===== src/rtl/vga_pkg.sv =====
// vga_pkg: shared VGA-path definitions.
//   - Default visible resolution (H_ACTIVE_DEF x V_ACTIVE_DEF).
//   - 12-bit RGB444 colour constants for the pixel mux.
//   - Motion FSM state encoding (2-bit).
//   - axis_step(): one bounce/clamp step along a single axis.
package vga_pkg;

    localparam int H_ACTIVE_DEF = 640;
    localparam int V_ACTIVE_DEF = 480;

    localparam logic [11:0] BLACK = 12'h000;
    localparam logic [11:0] WHITE = 12'hFFF;
    localparam logic [11:0] RED   = 12'hF00;
    localparam logic [11:0] GREEN = 12'h0F0;
    localparam logic [11:0] BLUE  = 12'h00F;

    typedef enum logic [1:0] {
        MS_IDLE   = 2'd0,
        MS_MOVE_X = 2'd1,
        MS_MOVE_Y = 2'd2
    } motion_state_e;

    typedef struct packed {
        logic [10:0] pos;
        logic        dir;   // 1 = moving towards larger coordinates
    } axis_t;

    // Moves pos by step in direction dir, clamping to [0, lim] and flipping
    // dir at either end. lim >= step always holds (step <= sprite size and
    // lim = screen - sprite), so "pos + step >= lim" is evaluated as
    // "pos >= lim - step" without needing an extra carry bit.
    function automatic axis_t axis_step(input logic [10:0] pos,
                                        input logic        dir,
                                        input logic [10:0] step,
                                        input logic [10:0] lim);
        axis_t r;
        r.pos = pos;
        r.dir = dir;
        if (dir) begin
            if (pos >= lim - step) begin
                r.pos = lim;
                r.dir = 1'b0;
            end else begin
                r.pos = pos + step;
            end
        end else if (pos <= step) begin
            r.pos = '0;
            r.dir = 1'b1;
        end else begin
            r.pos = pos - step;
        end
        return r;
    endfunction

endpackage


===== src/rtl/sprite_addr_gen.sv =====
// sprite_addr_gen: per-pixel image ROM addressing for the sprite window.
//   clk, rst_n      pixel clock, async active-low reset
//   x_pos, y_pos    sprite top-left corner
//   h_addr, v_addr  current scan position from the timing generator
//   frame_tick      start-of-vblank pulse, restarts the address counter
//   rom_address     ROM address, meaningful while the scan is in the window
//   pix_en          window flag delayed one cycle to line up with ROM q
module sprite_addr_gen
    import vga_pkg::*;
#(
    parameter int IMG_W = 62,
    parameter int IMG_H = 46
) (
    input  logic        clk,
    input  logic        rst_n,
    input  logic [10:0] x_pos,
    input  logic [10:0] y_pos,
    input  logic [10:0] h_addr,
    input  logic [10:0] v_addr,
    input  logic        frame_tick,
    output logic [13:0] rom_address,
    output logic        pix_en
);

    localparam logic [13:0] ADDR_MAX = 14'(IMG_W * IMG_H - 1);
    localparam logic [11:0] W12      = 12'(IMG_W);
    localparam logic [11:0] H12      = 12'(IMG_H);

    logic [11:0] h12, v12, x12, y12;
    logic        in_win;
    logic [13:0] addr_q;
    logic        pix_en_q;

    // One spare bit so x_pos + IMG_W cannot wrap.
    assign h12 = {1'b0, h_addr};
    assign v12 = {1'b0, v_addr};
    assign x12 = {1'b0, x_pos};
    assign y12 = {1'b0, y_pos};

    assign in_win = (h12 >= x12) && (h12 < x12 + W12) &&
                    (v12 >= y12) && (v12 < y12 + H12);

    // Counter walks the sprite raster in scan order; it holds between rows
    // and saturates so a stray extra in-window cycle can never wrap it.
    always_ff @(posedge clk or negedge rst_n) begin
        if (!rst_n) begin
            addr_q   <= '0;
            pix_en_q <= 1'b0;
        end else begin
            pix_en_q <= in_win;
            if (frame_tick) begin
                addr_q <= '0;
            end else if (in_win && (addr_q != ADDR_MAX)) begin
                addr_q <= addr_q + 14'd1;
            end
        end
    end

    assign rom_address = addr_q;
    assign pix_en      = pix_en_q;

endmodule


===== src/rtl/sprite_motion_ctrl.sv =====
// sprite_motion_ctrl: bouncing-sprite controller for the VGA image ROM.
//   clk, rst_n      pixel clock (25.2 MHz), async active-low reset
//   pause           (only with SPRITE_PAUSE_EN) freezes motion, not addressing
//   h_addr, v_addr  scan position; >= H_ACTIVE / V_ACTIVE means blanking
//   rom_address     image ROM address (ROM has 1-cycle latency)
//   pix_en          ROM q holds a sprite pixel this cycle
//   x_pos, y_pos    sprite top-left corner
//   frame_tick      one-cycle pulse at the start of vertical blanking
// Optional feature macro: SPRITE_PAUSE_EN.
module sprite_motion_ctrl
    import vga_pkg::*;
#(
    parameter int IMG_W     = 62,
    parameter int IMG_H     = 46,
    parameter int H_ACTIVE  = H_ACTIVE_DEF,
    parameter int V_ACTIVE  = V_ACTIVE_DEF,
    parameter int STEP      = 1,
    parameter int FRAME_DIV = 1
) (
    input  logic        clk,
    input  logic        rst_n,
`ifdef SPRITE_PAUSE_EN
    input  logic        pause,
`endif
    input  logic [10:0] h_addr,
    input  logic [10:0] v_addr,
    output logic [13:0] rom_address,
    output logic        pix_en,
    output logic [10:0] x_pos,
    output logic [10:0] y_pos,
    output logic        frame_tick
);

    localparam logic [10:0] X_MAX  = 11'(H_ACTIVE - IMG_W);
    localparam logic [10:0] Y_MAX  = 11'(V_ACTIVE - IMG_H);
    localparam logic [10:0] X_RST  = 11'((H_ACTIVE - IMG_W) / 2);
    localparam logic [10:0] Y_RST  = 11'((V_ACTIVE - IMG_H) / 2);
    localparam logic [10:0] STEP11 = 11'(STEP);
    localparam logic [10:0] V_LIM  = 11'(V_ACTIVE);
    localparam int          DIV_W  = (FRAME_DIV > 1) ? $clog2(FRAME_DIV) : 1;
    localparam logic [DIV_W-1:0] DIV_LAST = DIV_W'(FRAME_DIV - 1);

    logic pause_i;
`ifdef SPRITE_PAUSE_EN
    assign pause_i = pause;
`else
    assign pause_i = 1'b0;
`endif

    // ---------------- frame detect ----------------
    logic vb, vb_d, tick_q;

    assign vb = (v_addr >= V_LIM);

    always_ff @(posedge clk or negedge rst_n) begin
        if (!rst_n) begin
            vb_d   <= 1'b0;
            tick_q <= 1'b0;
        end else begin
            vb_d   <= vb;
            tick_q <= vb & ~vb_d;
        end
    end

    assign frame_tick = tick_q;

    // ---------------- frame divider ----------------
    logic [DIV_W-1:0] div_cnt, div_nxt;
    logic             upd;

    always_comb begin
        upd     = 1'b0;
        div_nxt = div_cnt;
        if (tick_q && !pause_i) begin
            if (div_cnt == DIV_LAST) begin
                upd     = 1'b1;
                div_nxt = '0;
            end else begin
                div_nxt = div_cnt + 1'b1;
            end
        end
    end

    always_ff @(posedge clk or negedge rst_n) begin
        if (!rst_n) div_cnt <= '0;
        else        div_cnt <= div_nxt;
    end

    // ---------------- motion FSM ----------------
    // X then Y are stepped in the two cycles after frame_tick, which is deep
    // inside vertical blanking, so the window never moves mid-frame.
    motion_state_e state_q, state_d;

    always_ff @(posedge clk or negedge rst_n) begin
        if (!rst_n) state_q <= MS_IDLE;
        else        state_q <= state_d;
    end

    always_comb begin
        state_d = state_q;
        case (state_q)
            MS_IDLE:   if (upd) state_d = MS_MOVE_X;
            MS_MOVE_X: state_d = MS_MOVE_Y;
            MS_MOVE_Y: state_d = MS_IDLE;
            default:   state_d = MS_IDLE;
        endcase
    end

    logic [10:0] x_q, y_q;
    logic        dx_q, dy_q;
    axis_t       x_nxt, y_nxt;

    assign x_nxt = axis_step(x_q, dx_q, STEP11, X_MAX);
    assign y_nxt = axis_step(y_q, dy_q, STEP11, Y_MAX);

    always_ff @(posedge clk or negedge rst_n) begin
        if (!rst_n) begin
            x_q  <= X_RST;
            y_q  <= Y_RST;
            dx_q <= 1'b1;
            dy_q <= 1'b1;
        end else begin
            if (state_q == MS_MOVE_X) begin
                x_q  <= x_nxt.pos;
                dx_q <= x_nxt.dir;
            end
            if (state_q == MS_MOVE_Y) begin
                y_q  <= y_nxt.pos;
                dy_q <= y_nxt.dir;
            end
        end
    end

    assign x_pos = x_q;
    assign y_pos = y_q;

    // ---------------- addressing ----------------
    sprite_addr_gen #(
        .IMG_W (IMG_W),
        .IMG_H (IMG_H)
    ) u_addr_gen (
        .clk         (clk),
        .rst_n       (rst_n),
        .x_pos       (x_q),
        .y_pos       (y_q),
        .h_addr      (h_addr),
        .v_addr      (v_addr),
        .frame_tick  (tick_q),
        .rom_address (rom_address),
        .pix_en      (pix_en)
    );

endmodule


===== config.mk =====
export PLATFORM = sky130hd
export DESIGN_NAME = sprite_motion_ctrl
export DESIGN_NICKNAME = d
export VERILOG_FILES = /design/src/rtl/vga_pkg.sv /design/src/rtl/sprite_addr_gen.sv /design/src/rtl/sprite_motion_ctrl.sv
export SDC_FILE = /design/constraint.sdc
export NUM_CORES = 1
export LEC_CHECK = 0
export ABC_CLOCK_PERIOD_IN_PS = 3500
export CAP_MARGIN = 5
export CORE_MARGIN = 4
export CORE_UTILIZATION = 30
export CTS_BUF_LIST = sky130_fd_sc_hd__clkbuf_8
export DETAILED_ROUTE_END_ITERATION = 12
export SYNTH_ARGS = -nofsm -noshare
export SYNTH_HDL_FRONTEND = slang
export SYNTH_SLANG_ARGS = --single-unit

===== constraint.sdc =====
create_clock -name clk -period 3.5 [get_ports clk]
set_input_delay 0.7 -clock clk [delete_from_list [all_inputs] [get_ports clk]]
set_output_delay 0.7 -clock clk [all_outputs]
set_load 0.05 [all_outputs]

==> flow_summary.yaml <==
detailed_routing:
  wl_mm: 11.4
  ant_nets: 0
  wire_per_inst_um: 15.9
  drcViolationCount: 0
  drt_iter0_markers: 268
  viasPerCell: 5.41
  firstDrtPassIters: 5
  via_count: 3867
global_routing:
  grt_max_degree: 44
  first_global_vias: 3780
  grt.total_usage_pct: 14.6
  grt_overflow: 0
  antenna_found_initial: 0
  grt_pass1_wl_mm: 18.0
placed_design:
  hpwlAfterDp_mm: 8.31
  io_buffer_count: 61
  place.gp.congestion: 0.880
  place_area_um2: 4790
clock_network:
  cts_max_level: 2
  cts_made_buffers: 5
  clk_pin_slew_ns: 0.09
  cts_root_buffer: "clkbuf_8"
  cts-hold-fix-buffers: 0
  clk_latency_ns: 0.31
  cts_tree: "built"
  clkSinkCount: 43
  clockBufferDepth: 2
synth:
  ys_warn_count: 0
  syn_inst: 468
  synth_edf_count: 0
  ys_types: 58
  syn_nets: 545
  syn_area_per_cell_um2: 8.34
  synth.ff_latch_count: 43
  synthTopCellsByArea: "dfrtp_1 21%, ha_1 17%, dfstp_2 6.7%, a21oi_1 6.2%, o21ai_0 5.0%"
  netlist.area_leader.share_pct: 21.2
  synth_ff_type: "dfrtp_1"
  ys_seq_area_share_pct: 27.9
  synth_largest_area_cell: "dfrtp_1"
  netlist_area_um2: 3900
  ys_async_sr_fraction_pct: 100
timing:
  finalMaxSlewViolations: 0
  timing.fmax_ghz: 0.306
  tns_ns: 0
  min_period_ns: 3.27
  hold_ws_ns: 0.414
  final_hold_viol_count: 0
  clock_skew_ns: 0.0135
  slew_headroom_pct: 30.9
  timing.final.crit_share_pct: 93.4
  worst_slew_pin_slew_ns: 1.04
  setup_violations: 0
finish:
  final_common_cell: "clkdlybuf4s50_1"
  regArea_um2: 1090
  area_growth_pct: 27.2
  postLayoutCellArea_um2: 4960
  layout.nets: 619
  diodes: 0
  multi_input_area_um2: 2630
  final_cell_mix: "60 x clkdlybuf4s50_1, 52 x ha_1, 48 x a21oi_1"
  fillers: 1311
  drive_gt1_share_pct: 10.5
critical_path:
  start_kind: "register"
  slowest_stage: "dfstp_2"
  rr_worst_depth: 13
  crit_chain: "inv_2 > o21ai_0 > nand3_1 > xnor2_1 > ha_1 > a21o_1 > a21oi_1 > o21ai_0 > o22ai_2 > buf_4 > nand4_2 > or4_1 > a21oi_1"
  slowest_delay_ns: 0.61
  reg2reg_to: "u_addr_gen.rom_address[11]"
  rr_startpoint: "y_pos[4]"
  critPathArrivalTime_ns: 3.51
  path_max_fanout: 6
  crit_required_ns: 3.74
  cp-endpoint: "u_addr_gen.rom_address[11]"
  worstSetupPathType: "reg2reg"
  timing.reg2reg.setup_slack_ns: 0.23
  crit_start: "y_pos[4]"
  cp-end-kind: "register"
power_and_ir_drop:
  ir_worst_vdd_uv: 620
  p_leak_nw: 1.98
  power_mw: 4.04
  powerDensity_nw_per_um2: 814
die:
  die_h_um: 122
  die_x_um: 122
  die_area_um2: 14900
  rows: 41
  core_area_um2: 12700
  start_util_pct: 30.8
  ios: 62
worst_hold_path:
  min-delay-start: "vb_d"
  hold_class: "reg2reg"
outcome:
  outcome: "finished, final reports clean"
run:
  drv_cap: 0
repair_timing:
| item | in CTS | in global routing |
|---|---|---|
| setup endpoints to repair | 0 | 12 |
| buffers inserted | 0 | 2 |
| resized for setup | 0 | 2 |
synth_stat cells, drive strengths merged (4+ instances only):
library cell  count
nand3            18
a31oi             4
a21o              7
o22ai             7
clkbuf            9
ha               53
or3              12
dfstp            10
clkinv            4
inv              29
buf               9
xnor2            22
nand2            36
o221ai            8
nand4             7
o31ai             9
dfrtp            33
nand2b            7
a21oi            49
o21ai            40
or4               5
nor2b             5
nor3             17
nor2             26
nor4              5
a211oi            5
layout make-up:
| class | instances | area share [%] |
|---|---|---|
| tap | 172 | 4.34 |
| clock inverter | 3 | 1.29 |
| inverter | 33 | 2.50 |
| clock buffer | 5 | 1.39 |
| multi-input combinational | 376 | 53.0 |
| sequential | 43 | 21.9 |
| timing repair buffer | 83 | 15.5 |
per-stage QoR:
step	setup slack, ns	std cells	util (%)
finish	0.231	715	39.2
global route	-0.00915	715	39.2
floorplan	0.0340	468	-
global placement	0.191	703	37.8
CTS	0.0955	711	38.8
detailed placement	0.118	703	37.8
registers in the layout (all words and copies together), names as in the netlist:
signal                  count
u_addr_gen.pix_en           1
vb_d                        1
u_addr_gen.rom_address     14
state_q                     2
dy_q                        1
frame_tick                  1
dx_q                        1
y_pos                      11
x_pos                      11
logic make-up (layout without fill, tap and decap cells):
family / after synthesis / after routing / synth area share, %
buf+inv: 51 / 124 / 5.35
xor+xnor: 22 / 22 / 4.94
simple gates: 145 / 147 / 19.2
flops: 43 / 43 / 27.9
mux: 2 / 2 / 0.545
compound gates: 152 / 152 / 25.0
fa+ha+maj: 53 / 53 / 17.0
critical path: cells and delay by family, from the launching register on:
kind	cells	cell delay (ns)
simple gates	3	0.81
xor+xnor	1	0.15
flops	1	0.61
fa+ha+maj	1	0.18
buf+inv	2	0.26
compound gates	6	1.18
power breakdown:
part | switching (mW) | total (mW) | internal [mW] | leakage (nW)
registers | 0.209 | 0.874 | 0.665 | 0.532
clock network | 0.187 | 0.470 | 0.283 | 0.0695
logic | 1.66 | 2.70 | 1.04 | 1.37
how the worst min path moves through the flow:
stage	to	slack (ns)	cells after the start
global placement	frame_tick	0.41	1
global route	frame_tick	0.43	1
finish	frame_tick	0.41	1
CTS	frame_tick	0.42	1
floorplan	frame_tick	0.38	1
detailed placement	frame_tick	0.42	1
layer usage:
metal | wire (um) | vias up | track usage, % | part of all wire, %
met1 | 5040 | 1831 | 18.8 | 44
met4 | 107 | 0 | 3.29 | 0.94
li1 | - | 1895 | - | -
met2 | 5560 | 129 | 25.4 | 49
met5 | 0 | - | 0 | 0
met3 | 657 | 12 | 2.97 | 5.8
Power figures use the tool's default switching activity.
